File: src/rtl/uart_arb_pkg.sv
// Shared state encoding, UART timing constants and helpers for the UART TX arbiter.
package uart_arb_pkg;

  localparam int CLK_HZ        = 12_000_000;
  localparam int BAUD          = 9600;
  localparam int CLKS_PER_BIT  = CLK_HZ / BAUD;
  localparam int CLKS_PER_BYTE = CLKS_PER_BIT * 10;

  typedef enum logic [1:0] {
    IDLE,
    LOCK,
    WAIT_HI,
    WAIT_LO
  } arb_state_e;

  function automatic logic [2:0] wrap_inc(
    input logic [2:0] v,
    input int         n
  );
    return (int'(v) >= n - 1) ? 3'd0 : v + 3'd1;
  endfunction

endpackage

File: src/rtl/uart_rr_pick.sv
// Rotating-priority picker: first set request scanning upward from ptr, with wrap.
module uart_rr_pick #(
  parameter int NREQ = 4
) (
  input  logic [NREQ-1:0] req,
  input  logic [2:0]      ptr,
  output logic [NREQ-1:0] pick,
  output logic [2:0]      pick_id,
  output logic            any
);

  always_comb begin
    pick    = '0;
    pick_id = '0;
    any     = 1'b0;
    for (int o = 0; o < NREQ; o++) begin
      for (int j = 0; j < NREQ; j++) begin
        if (!any && req[j] && ((int'(ptr) + o) % NREQ == j)) begin
          any     = 1'b1;
          pick[j] = 1'b1;
          pick_id = 3'(j);
        end
      end
    end
  end

endmodule

File: src/rtl/uart_tx_arbiter.sv
// Round-robin, message-locked arbiter sharing one UART TX among NREQ byte sources.
// Optional idle-owner watchdog: define UART_ARB_WDOG_EN.
module uart_tx_arbiter
  import uart_arb_pkg::*;
#(
  parameter int NREQ     = 4,
  parameter int DW       = 8,
  parameter int BUSY_LAT = 2,
  parameter int WDOG_CYC = 2 * CLKS_PER_BYTE
) (
  input  logic               clk,
  input  logic               nrst,
  input  logic [NREQ-1:0]    req_valid,
  input  logic [NREQ-1:0]    req_last,
  input  logic [NREQ*DW-1:0] req_data,
  output logic [NREQ-1:0]    req_ready,
  output logic [NREQ-1:0]    grant,
  output logic [2:0]         grant_id,
  output logic               tx_start,
  output logic [DW-1:0]      tx_data,
  input  logic               tx_busy,
  output logic               wdog_err
);

  if (NREQ < 2 || NREQ > 8 || BUSY_LAT < 1 || BUSY_LAT > 255 ||
      WDOG_CYC < 2 || WDOG_CYC > 32767) begin : g_cfg_err
    $error("uart_tx_arbiter: parameter out of range");
  end

  arb_state_e      state;
  arb_state_e      state_nxt;
  logic [2:0]      rr_ptr;
  logic [NREQ-1:0] pick;
  logic [2:0]      pick_id;
  logic            pick_any;
  logic            own_valid;
  logic            own_last;
  logic [DW-1:0]   own_data;
  logic            last_q;
  logic [7:0]      hi_cnt;
  logic            accept;
  logic            take;
  logic            release_own;
  logic            wdog_fire;

  uart_rr_pick #(.NREQ(NREQ)) u_pick (
    .req     (req_valid),
    .ptr     (rr_ptr),
    .pick    (pick),
    .pick_id (pick_id),
    .any     (pick_any)
  );

  // grant is one-hot, so masking avoids a variable-width index
  assign own_valid = |(req_valid & grant);
  assign own_last  = |(req_last & grant);

  always_comb begin
    own_data = '0;
    for (int i = 0; i < NREQ; i++) begin
      if (grant[i]) own_data = own_data | req_data[i*DW +: DW];
    end
  end

  always_comb begin
    state_nxt   = state;
    accept      = 1'b0;
    take        = 1'b0;
    release_own = 1'b0;
    req_ready   = '0;
    unique case (state)
      IDLE: begin
        if (pick_any) begin
          take      = 1'b1;
          state_nxt = LOCK;
        end
      end
      LOCK: begin
        if (own_valid && !tx_busy) begin
          accept    = 1'b1;
          req_ready = grant;
          state_nxt = WAIT_HI;
        end else if (wdog_fire) begin
          release_own = 1'b1;
          state_nxt   = IDLE;
        end
      end
      WAIT_HI: begin
        if (tx_busy || hi_cnt == 8'(BUSY_LAT - 1)) state_nxt = WAIT_LO;
      end
      WAIT_LO: begin
        if (!tx_busy) begin
          if (last_q) begin
            release_own = 1'b1;
            state_nxt   = IDLE;
          end else begin
            state_nxt = LOCK;
          end
        end
      end
      default: state_nxt = IDLE;
    endcase
  end

  always_ff @(posedge clk or negedge nrst) begin
    if (!nrst) state <= IDLE;
    else       state <= state_nxt;
  end

  always_ff @(posedge clk or negedge nrst) begin
    if (!nrst) begin
      rr_ptr   <= '0;
      grant    <= '0;
      grant_id <= '0;
      last_q   <= 1'b0;
      tx_start <= 1'b0;
      tx_data  <= '0;
      hi_cnt   <= '0;
      wdog_err <= 1'b0;
    end else begin
      tx_start <= accept;
      wdog_err <= wdog_fire;
      hi_cnt   <= (state == WAIT_HI) ? hi_cnt + 8'd1 : 8'd0;
      if (accept) begin
        tx_data <= own_data;
        last_q  <= own_last;
      end
      if (take) begin
        grant    <= pick;
        grant_id <= pick_id;
      end else if (release_own) begin
        grant  <= '0;
        rr_ptr <= wrap_inc(grant_id, NREQ);
      end
    end
  end

`ifdef UART_ARB_WDOG_EN
  logic [14:0] wdog_cnt;

  always_ff @(posedge clk or negedge nrst) begin
    if (!nrst) begin
      wdog_cnt <= '0;
    end else if (state != LOCK || accept || wdog_fire) begin
      wdog_cnt <= '0;
    end else if (!own_valid) begin
      wdog_cnt <= wdog_cnt + 15'd1;
    end
  end

  assign wdog_fire = (state == LOCK) && !own_valid &&
                     (wdog_cnt == 15'(WDOG_CYC - 1));
`else
  assign wdog_fire = 1'b0;
`endif

endmodule

File: config.mk
export PLATFORM = sky130hd
export DESIGN_NAME = uart_tx_arbiter
export DESIGN_NICKNAME = d
export VERILOG_FILES = /design/src/rtl/uart_arb_pkg.sv /design/src/rtl/uart_rr_pick.sv /design/src/rtl/uart_tx_arbiter.sv
export SDC_FILE = /design/constraint.sdc
export NUM_CORES = 1
export LEC_CHECK = 0
export BUFFER_PORTS_ARGS = -buffer_cell sky130_fd_sc_hd__buf_2
export CAP_MARGIN = 20
export CORE_UTILIZATION = 45
export CTS_CLUSTER_SIZE = 28
export DETAILED_ROUTE_END_ITERATION = 12
export GPL_TIMING_DRIVEN = 1
export PLACE_DENSITY_LB_ADDON = 0.3
export SETUP_SLACK_MARGIN = 0.1
export SYNTH_ARGS = -nofsm -noshare
export SYNTH_HDL_FRONTEND = slang
export SYNTH_SLANG_ARGS = --single-unit
File: constraint.sdc
create_clock -name clk -period 5.1 [get_ports clk]
set_input_delay 0.51 -clock clk [delete_from_list [all_inputs] [get_ports clk]]
set_output_delay 0.51 -clock clk [all_outputs]
set_load 0.01 [all_outputs]
==> run metrics, run 1 <==
Startpoint Class flip-flop; min Tclk post-route 2.37 ns; Least-Margin Pin Slew 0.607 ns; Mapped Cells 170; Clock Root Buffer clkbuf_8; Syn Area/Cell 9.94 sq um; Req. time, crit path 4.59 ns; status finished clean; DR DRC count 0; core footprint 3470 sq um; setup_tns 0 ns; Worst VDD drop 88.4 uV; cts hold-fix bufs 0; Total GRT Usage 19.5%; placement row count 21; DP Cell Count 265; DP Area 1990 sq um; P per Cell Area 190 nW/um^2; skew final 0.00216 ns; post-DP HPWL 2710 um; Data arrival, critical path 1.86 ns; area grow syn2layout 21.1%; ANT nets after route 0; CTS tree built; Main synth FF type dfrtp_1; maxcap violations 0; slowest CP cell dfrtp_1; post-CTS setup buffer count 0; worst path cell trace a22oi_1 > a211oi_2 > buf_4 > and2_1 > buf_2; die area 4000 sq um; Worst-path clk slew 0.09 ns; clock buffer count from CTS 3; fin cells 269; Die Wd 63.3 um; unique cell type count in the Yosys netlist 43; Hold WC Path Type input port to asynchronous set/reset pin; Fillers 333; clock sink count 28; share of cells above drive strength 1 34.5%; asr flop ratio synth 100%; CP Max Fanout 23; final worst path period share 46.4%; drt wl/cell 13.5 um; nets@finish 274; CTS resizes 0; Max clock buf depth 2; Lkg Pwr 1.02 nW; Fmax achieved 422 MHz; antenna violations before repair 0; gpl congestion 0.843; Finish-stage setup viols 0; Slew Viols, Final 0; Yosys warnings 0; Seq/Total Area, Yosys 41.5%; total number of vias 1461; H-tree depth 1; die height 63.3 um; Vias/cell 5.43; RSZ-0062 raised after global routing false; Max-slew headroom 59.6%; design area 2050 sq um; largest net degree at the start of global routing 29; Crit Path Category flip-flop to output port; global-route wire length before repair 6220 um; vias in the first global route 1354; final wirelength 3640 um; total grt overflow 0; DRT Pass-1 Iters 4; worst skew pair latency 0.27 ns; CP max stage delay 0.61 ns; initial core utilization 48.7%; synthesized area 1690 sq um; number of synthesized flops with an enable pin 0; Final Hold Fails 0; Port Buffers 61; Critical Path End Type output port; diodes inserted 0; 1st-iter DRT viols 75; synthesized flop and latch total 28; I/O pin count 64
==> Yosys cell counts, drive strengths merged (3+ instances only) <==
cell type | number | area (sq um)
a21oi | 4 | 20.0
a22oi | 20 | 150
a31oi | 10 | 62.6
and2 | 10 | 62.6
and3 | 4 | 26.3
buf | 6 | 35.0
clkbuf | 7 | 26.3
dfrtp | 28 | 701
ha | 7 | 87.6
inv | 5 | 18.8
nand2 | 3 | 11.3
nand2b | 3 | 18.8
nand3 | 6 | 30.0
nor2 | 13 | 48.8
nor2b | 5 | 31.3
o21ai | 5 | 25.0
xnor2 | 4 | 35.0
==> metrics by stage <==
step           hold WS (ns)  total power (W)  setup slack (ns)  utilization, %
4_1_cts               0.255         0.000392              2.74            59.0
5_1_grt               0.298         0.000405              2.56            59.0
3_3_place_gp          0.472         0.000258              3.00            57.4
6_report              0.238         0.000389              2.73            59.0
3_5_place_dp          0.481         0.000258              2.97            57.4
2_1_floorplan         0.214         0.000238              2.99               -
==> metal layers <==
metal  vias to the layer above  share of wire, %  track usage (%)
li1                        726                 -                -
met2                        54                45             31.9
met4                         0               1.0             5.97
met3                         5               7.2             4.53
met1                       676                47             25.7
met5                         -                 0                0
==> worst paths after layout <==
check | start | to | slack [ns] | cells after the start
hold reg to reg | hi_cnt[0] | hi_cnt[0] | 0.49 | 1
setup / recovery | grant[2] | req_ready[0] | 2.73 | 5
max in group asynchronous | nrst | last_q | 4.47 | 1
hold / removal | nrst | hi_cnt[2] | 0.24 | 1
min in group clk | hi_cnt[0] | hi_cnt[0] | 0.49 | 1
setup reg to reg | hi_cnt[1] | state[1] | 3.21 | 6
==> worst max-delay path, delay by kind of cell (launching register included) <==
| kind | cells | cell delay, ns |
|---|---|---|
| DFF | 1 | 0.61 |
| and+or+nand+nor | 1 | 0.15 |
| AOI/OAI and AO/OA | 2 | 0.44 |
| buffers and inverters | 2 | 0.38 |
==> placed cells by master (no fill, tap or decap), drive strengths merged, types with 2 or more instances in the layout <==
master	count
o31ai	2
buf	62
mux2	2
dfrtp	28
nor2	13
o41ai	2
a31oi	10
a31o	2
conb	2
nand3	6
nor3	2
and2	10
xor2	2
nand2b	3
nand2	3
o211ai	2
inv	5
nor2b	5
xnor2	4
o21ai	5
o22ai	2
clkbuf	4
and3	4
a211oi	2
a21oi	4
ha	7
a22oi	20
==> state kept, by name, summed over array words and instances (netlist names) <==
| name | flops |
|---|---|
| grant | 4 |
| grant_id | 2 |
| hi_cnt | 8 |
| last_q | 1 |
| rr_ptr | 2 |
| state | 2 |
| tx_data | 8 |
| tx_start | 1 |
==> power breakdown <==
| part | leakage (nW) | internal (W) | switching, W |
|---|---|---|---|
| Clock | 0.0288 | 0.0000691 | 0.0000666 |
| Combinational | 0.607 | 0.0000146 | 0.0000172 |
| Sequential | 0.386 | 0.000222 | 0 |
==> kinds of logic (layout without fill, tap and decap cells) <==
group                    Yosys count  count (layout)  share of synthesized area [%]
AO/OA/AOI/OAI                     58              58                           27.1
XOR/XNOR                           6               6                           3.11
adder cells (fa/ha/maj)            7               7                           5.18
buffers and inverters             19              71                           5.41
flip-flops                        28              28                           41.5
multiplexers                       2               2                           1.56
other                              1               2                          0.222
AND/OR/NAND/NOR                   49              49                           15.9
==> layout make-up <==
type | instances | area, sq um | share of cell area [%]
clock buffers | 4 | 55.1 | 2.69
inverters | 5 | 18.8 | 0.917
multi-input cells | 124 | 901 | 44.0
flip-flops and latches | 28 | 701 | 34.3
well taps | 46 | 57.6 | 2.81
repair buffers | 62 | 313 | 15.3
Note: power is estimated with default switching activity, not from simulation.
==> run 2: changes to the inputs <==
--- a/config.mk
+++ b/config.mk
@@ -7,7 +7,7 @@
 export LEC_CHECK = 0
 export BUFFER_PORTS_ARGS = -buffer_cell sky130_fd_sc_hd__buf_2
 export CAP_MARGIN = 20
-export CORE_UTILIZATION = 45
+export CORE_UTILIZATION = 44
 export CTS_CLUSTER_SIZE = 28
 export DETAILED_ROUTE_END_ITERATION = 12
 export GPL_TIMING_DRIVEN = 1
==> constraint.sdc (replaced) <==
create_clock -name clk -period 2.1 [get_ports clk]
set_input_delay 0.21 -clock clk [delete_from_list [all_inputs] [get_ports clk]]
set_output_delay 0.21 -clock clk [all_outputs]
set_load 0.01 [all_outputs]
==> run metrics, run 2 (synthesis gave the netlist of run 1 again) <==
post-DP HPWL 2730 um (+0.78%); die height 64.0 um (+1.1%); setup_tns 0 ns (unchanged); 1st-iter DRT viols 45 (-40%); Finish-stage setup viols 0 (unchanged); clock buffer count from CTS 3 (unchanged); Least-Margin Pin Slew 0.604 ns (-0.00309 ns); RSZ-0062 raised after global routing false; global-route wire length before repair 6000 um (-3.5%); core footprint 3660 sq um (+5.6%); Clock Root Buffer clkbuf_8; diodes inserted 0 (unchanged); CTS tree built; nets@finish 277 (+1.1%); Regs by FF count hi_cnt x8, tx_data x8, grant x4; post-CTS setup buffer count 0 (unchanged); cell family with most CP delay simple AND/OR/NAND/NOR gates; CP max stage delay 0.46 ns (-0.15 ns); commonest cells after routing, fill and taps aside 61 x buf_2, 25 x dfrtp_1, 20 x a22oi_1; drt wl/cell 13.2 um (-2.1%); Worst-path clk slew 0.09 ns (about the same); Critical Path End Type flip-flop; Crit Path Category flip-flop to flip-flop; clock sink count 28 (unchanged); DR DRC count 0 (unchanged); skew final 0.00549 ns (+0.00333 ns); maxcap violations 0 (unchanged); total grt overflow 0 (unchanged); initial core utilization 46.1% (-2.6 points); placement row count 22 (+4.8%); die area 4090 sq um (+2.2%); antenna violations before repair 0 (unchanged); P per Cell Area 450 nW/um^2 (+140%); H-tree depth 1 (unchanged); Slew Viols, Final 0 (unchanged); slowest CP cell or4b_4; min Tclk post-route 1.87 ns; Max-slew headroom 59.8% (+0.21 points); I/O pin count 64 (unchanged); Port Buffers 61 (unchanged); Data arrival, critical path 2.03 ns (+0.17 ns); ANT nets after route 0 (unchanged); final worst path period share 88.9%; gpl congestion 0.855 (+1.4%); final core occ 56.9% (-2.0 points); Total GRT Usage 18.8% (-0.76 points); final wirelength 3630 um (-0.27%); share of cells above drive strength 1 36.3% (+1.8 points); Fmax achieved 536 MHz; Req. time, crit path 2.27 ns (-2.32 ns); status finished clean; most common cell after layout, fill and taps aside buf_2; Max clock buf depth 2 (unchanged); vias in the first global route 1284 (-5.2%); Hold WC Path Type input port to flip-flop; CP Max Fanout 3 (-87%); total number of vias 1472 (+0.75%); CP bufs+invs 1 (-1); DRT Pass-1 Iters 4 (unchanged); area grow syn2layout 23.4%; largest net degree at the start of global routing 29 (unchanged); worst path cell trace inv_1 > ha_1 > or4b_4 > o41ai_4 > o211ai_2 > mux2_4; Lkg Pwr 1.03 nW (+0.93%); Worst VDD drop 333 uV (+280%); Startpoint Class flip-flop; Final Hold Fails 0 (unchanged); Die Wd 64.0 um (+1.1%); worst skew pair latency 0.27 ns (about the same); Vias/cell 5.37 (-1.1%)
==> run 2: cell count changes in the layout (fill, tap and decap cells not counted), sizes merged <==
cell | previous run | this run
buf | 62 | 64
dlygate4sd3 | 0 | 1
==> run 2: cell type report <==
cell class                 count  area [sq um]
clock buffer                   4          55.1
fill                         329          1580
inverter                       5          18.8
multi-input combinational    124           908
sequential                    28           704
tap                           48          60.1
timing repair buffer          65           338
==> run 2: power by group <==
part           switching [W]  leakage, nW  internal [W]
clock network       0.000153       0.0288      0.000168
registers                  0        0.381      0.000539
logic              0.0000420        0.621     0.0000365
==> run 2: final timing paths <==
| kind | from | end | slack, ns | cells past startpoint |
|---|---|---|---|---|
| min in group asynchronous | nrst | hi_cnt[3] | 0.47 | 2 |
| min | req_data[17] | tx_data[1] | 0.25 | 3 |
| min reg2reg | hi_cnt[0] | hi_cnt[0] | 0.48 | 1 |
| max | hi_cnt[1] | state[1] | 0.23 | 6 |
| max in group asynchronous | nrst | grant[0] | 1.19 | 2 |
| max reg2reg | hi_cnt[1] | state[1] | 0.23 | 6 |
==> run 2: worst min-delay path: cells and delay by family <==
family | cells | cell delay, ns
AO/OA/AOI/OAI | 2 | 0.20
buffers and inverters | 1 | 0.07
==> run 2: repair_timing <==
item                       4_1_cts  5_1_grt
hold buffers                     1        0
gates resized for setup          2        2
hold endpoints to repair        28        0
setup endpoints to repair        4        4
==> run 2: per-layer routing <==
layer	vias up	share of wire [%]	track usage, %
met3	6	4.3	4.46
li1	736	-	-
met1	686	49	27.4
met5	-	0	0
met4	0	1.4	6.53
met2	44	45	26.9
==> run 2: stage by stage <==
step / hold slack [ns] / power, W / instance area, sq um / setup WS [ns] / std cells
after floorplan: -0.0856 / 0.000578 / 1690 / 0.159 / 171
after global placement: 0.261 / 0.000626 / 2010 / 0.264 / 269
after detailed placement: 0.256 / 0.000627 / 2010 / 0.232 / 269
after CTS: 0.249 / 0.000952 / 2080 / 0.105 / 274
after global routing: 0.257 / 0.000981 / 2080 / 0.145 / 274
final: 0.253 / 0.000938 / 2080 / 0.233 / 274
==> run 3: changes to the inputs <==
--- a/config.mk
+++ b/config.mk
@@ -7,7 +7,7 @@
 export LEC_CHECK = 0
 export BUFFER_PORTS_ARGS = -buffer_cell sky130_fd_sc_hd__buf_2
 export CAP_MARGIN = 20
-export CORE_UTILIZATION = 44
+export CORE_UTILIZATION = 45
 export CTS_CLUSTER_SIZE = 28
 export DETAILED_ROUTE_END_ITERATION = 12
 export GPL_TIMING_DRIVEN = 1
@@ -15,4 +15,5 @@
 export SETUP_SLACK_MARGIN = 0.1
 export SYNTH_ARGS = -nofsm -noshare
 export SYNTH_HDL_FRONTEND = slang
+export SYNTH_HIERARCHICAL = 1
 export SYNTH_SLANG_ARGS = --single-unit
==> run metrics, run 3 <==
Die Wd 63.8 um (-0.23%); PnR Total Power 0.00114 W (+22%); die area 4070 sq um (-0.47%); drt wl/cell 14.3 um (+8.1%); largest net degree at the start of global routing 30 (+3.4%); clock sink count 29 (+3.6%); DRT Pass-1 Iters 4 (unchanged); post-route setup slack 0.234 ns (+0.00132 ns); final wirelength 4380 um (+21%); CP bufs+invs 4 (+3); Syn Area/Cell 9.39 sq um (-5.5%); gpl congestion 0.847 (-0.92%); Total GRT Usage 21.1% (+2.3 points); Req. time, crit path 1.89 ns (-0.38 ns); Yosys warnings 6 (+6); setup slack, reg-to-reg 0.30 ns (+0.07 ns); Mapped Cells 183 (+7.6%); Hold Worst Slack 0.247 ns (-0.00667 ns); antenna violations before repair 0 (unchanged); Hold WC Path Type input port to flip-flop; cell family with most CP delay flip-flops; Worst VDD drop 351 uV (+5.4%); Startpoint Class flip-flop; Data arrival, critical path 1.66 ns (-0.37 ns); slowest CP cell dfrtp_2; Regs by FF count hi_cnt x8, tx_data x8, grant x4; Finish-stage setup viols 0 (unchanged); Slew Viols, Final 0 (unchanged); maxcap violations 0 (unchanged); clock power share 44.1% (+9.9 points); Max clock buf depth 2 (unchanged); DP Area 2080 sq um (+3.7%); post-DP HPWL 3090 um (+13%); P per Cell Area 502 nW/um^2 (+12%); worst path cell trace inv_2 > ha_4 > inv_1 > a211oi_4 > buf_6 > and2_1 > buf_2; Vias/cell 5.43 (+1.2%); Power Internal 0.000892 W (+20%); I/O pin count 64 (unchanged); CP Max Fanout 5 (+2); total grt overflow 0 (unchanged); Switching Fraction 21.8% (+0.99 points); DR DRC count 0 (unchanged); Worst-path clk slew 0.06 ns (-0.03 ns); CTS tree built; total number of vias 1663 (+13%); status finished clean; Clock Root Buffer clkbuf_8; Min-Delay Path Depth 3 (unchanged); synthesized area 1720 sq um (+1.8%); Lkg Pwr 1.17 nW (+13%); nets@finish 309 (+12%); Combinational Power Share 6.9% (-1.5 points); clock buffer count from CTS 5 (+2); H-tree depth 2 (+1); initial core utilization 47.0% (+0.82 points); area grow syn2layout 32.2%; final worst path period share 88.9% (about the same); worst skew pair latency 0.28 ns (about the same); Port Buffers 62 (+1.6%); Critical Path End Type output port; most common cell after layout, fill and taps aside buf_2; design area 2270 sq um (+9.1%); die height 63.8 um (-0.23%); skew final 0.00130 ns (-0.00418 ns); core footprint 3660 sq um (unchanged); 1st-iter DRT viols 60 (+33%); placement row count 22 (unchanged); sw power 0.000249 W (+27%); pre-CTS setup slack 0.391 ns (+0.159 ns); global-route wire length before repair 6480 um (+8.1%); min Tclk post-route 1.87 ns (-0.00132 ns); WP depth 7 (+1); vias in the first global route 1398 (+8.9%); Fmax achieved 536 MHz (about the same); RSZ-0062 raised after global routing false; share of cells above drive strength 1 36.0% (-0.24 points); setup_tns 0 ns (unchanged); Crit Path Category flip-flop to output port; Syn Nets 235; ANT nets after route 0 (unchanged); Final Hold Fails 0 (unchanged); CP max stage delay 0.44 ns (-0.02 ns); commonest cells after routing, fill and taps aside 64 x buf_2, 28 x dfrtp_1, 20 x a22oi_1; Reg2Reg Depth 6 (unchanged); Flop pwr share 49.0% (-8.4 points); Least-Margin Pin Slew 0.652 ns (+0.0481 ns); diodes inserted 0 (unchanged); Max-slew headroom 56.6% (-3.2 points)
run 3: per-stage QoR:
| stage | util (%) | instances |
|---|---|---|
| 5_1_grt | 62.1 | 306 |
| 4_1_cts | 59.9 | 298 |
| 6_report | 62.1 | 306 |
| 3_5_place_dp | 56.9 | 289 |
| 3_3_place_gp | 56.9 | 289 |
| 2_1_floorplan | - | 183 |
run 3: area by class of cell:
type,count,area (sq um)
multi-input cells,136,935
inverters,9,33.8
clock buffers,7,96.3
fillers,319,1390
clock inverters,1,5.00
flip-flops and latches,29,727
repair buffers,76,417
well taps,48,60.1
run 3: layer usage:
layer / track usage [%] / wire length [um]
met1: 26.5 / 1840
met2: 35.0 / 2210
met3: 5.18 / 246
met4: 7.67 / 95
met5: 0 / 0
run 3: worst min-delay path: cells and delay by family:
| kind | cells | cell delay (ns) |
|---|---|---|
| AO/OA/AOI/OAI | 2 | 0.20 |
| buffers and inverters | 1 | 0.08 |
run 3: final timing paths:
check / startpoint / endpoint
max: state[1] / req_ready[2]
min in group asynchronous: nrst / grant[0]
max reg2reg: state[0] / state[0]
min reg2reg: hi_cnt[0] / hi_cnt[0]
max in group asynchronous: nrst / state[1]
min: req_data[17] / tx_data[1]
run 3: power groups by stage:
| stage | registers, W | clock network [W] | logic (W) |
|---|---|---|---|
| 2_1_floorplan | 0.000569 | 0 | 0.0000204 |
| 4_1_cts | 0.000559 | 0.000512 | 0.0000794 |
| 3_5_place_dp | 0.000569 | 0 | 0.0000776 |
| 5_1_grt | 0.000558 | 0.000530 | 0.0000876 |
| 6_report | 0.000559 | 0.000503 | 0.0000790 |
| 3_3_place_gp | 0.000569 | 0 | 0.0000763 |
run 3: timing repair:
action,in CTS,in global routing
setup endpoints to repair,0,4
hold buffers,1,0
endpoints found under the hold margin,29,0
gates resized for setup,0,6
setup buffers,0,6
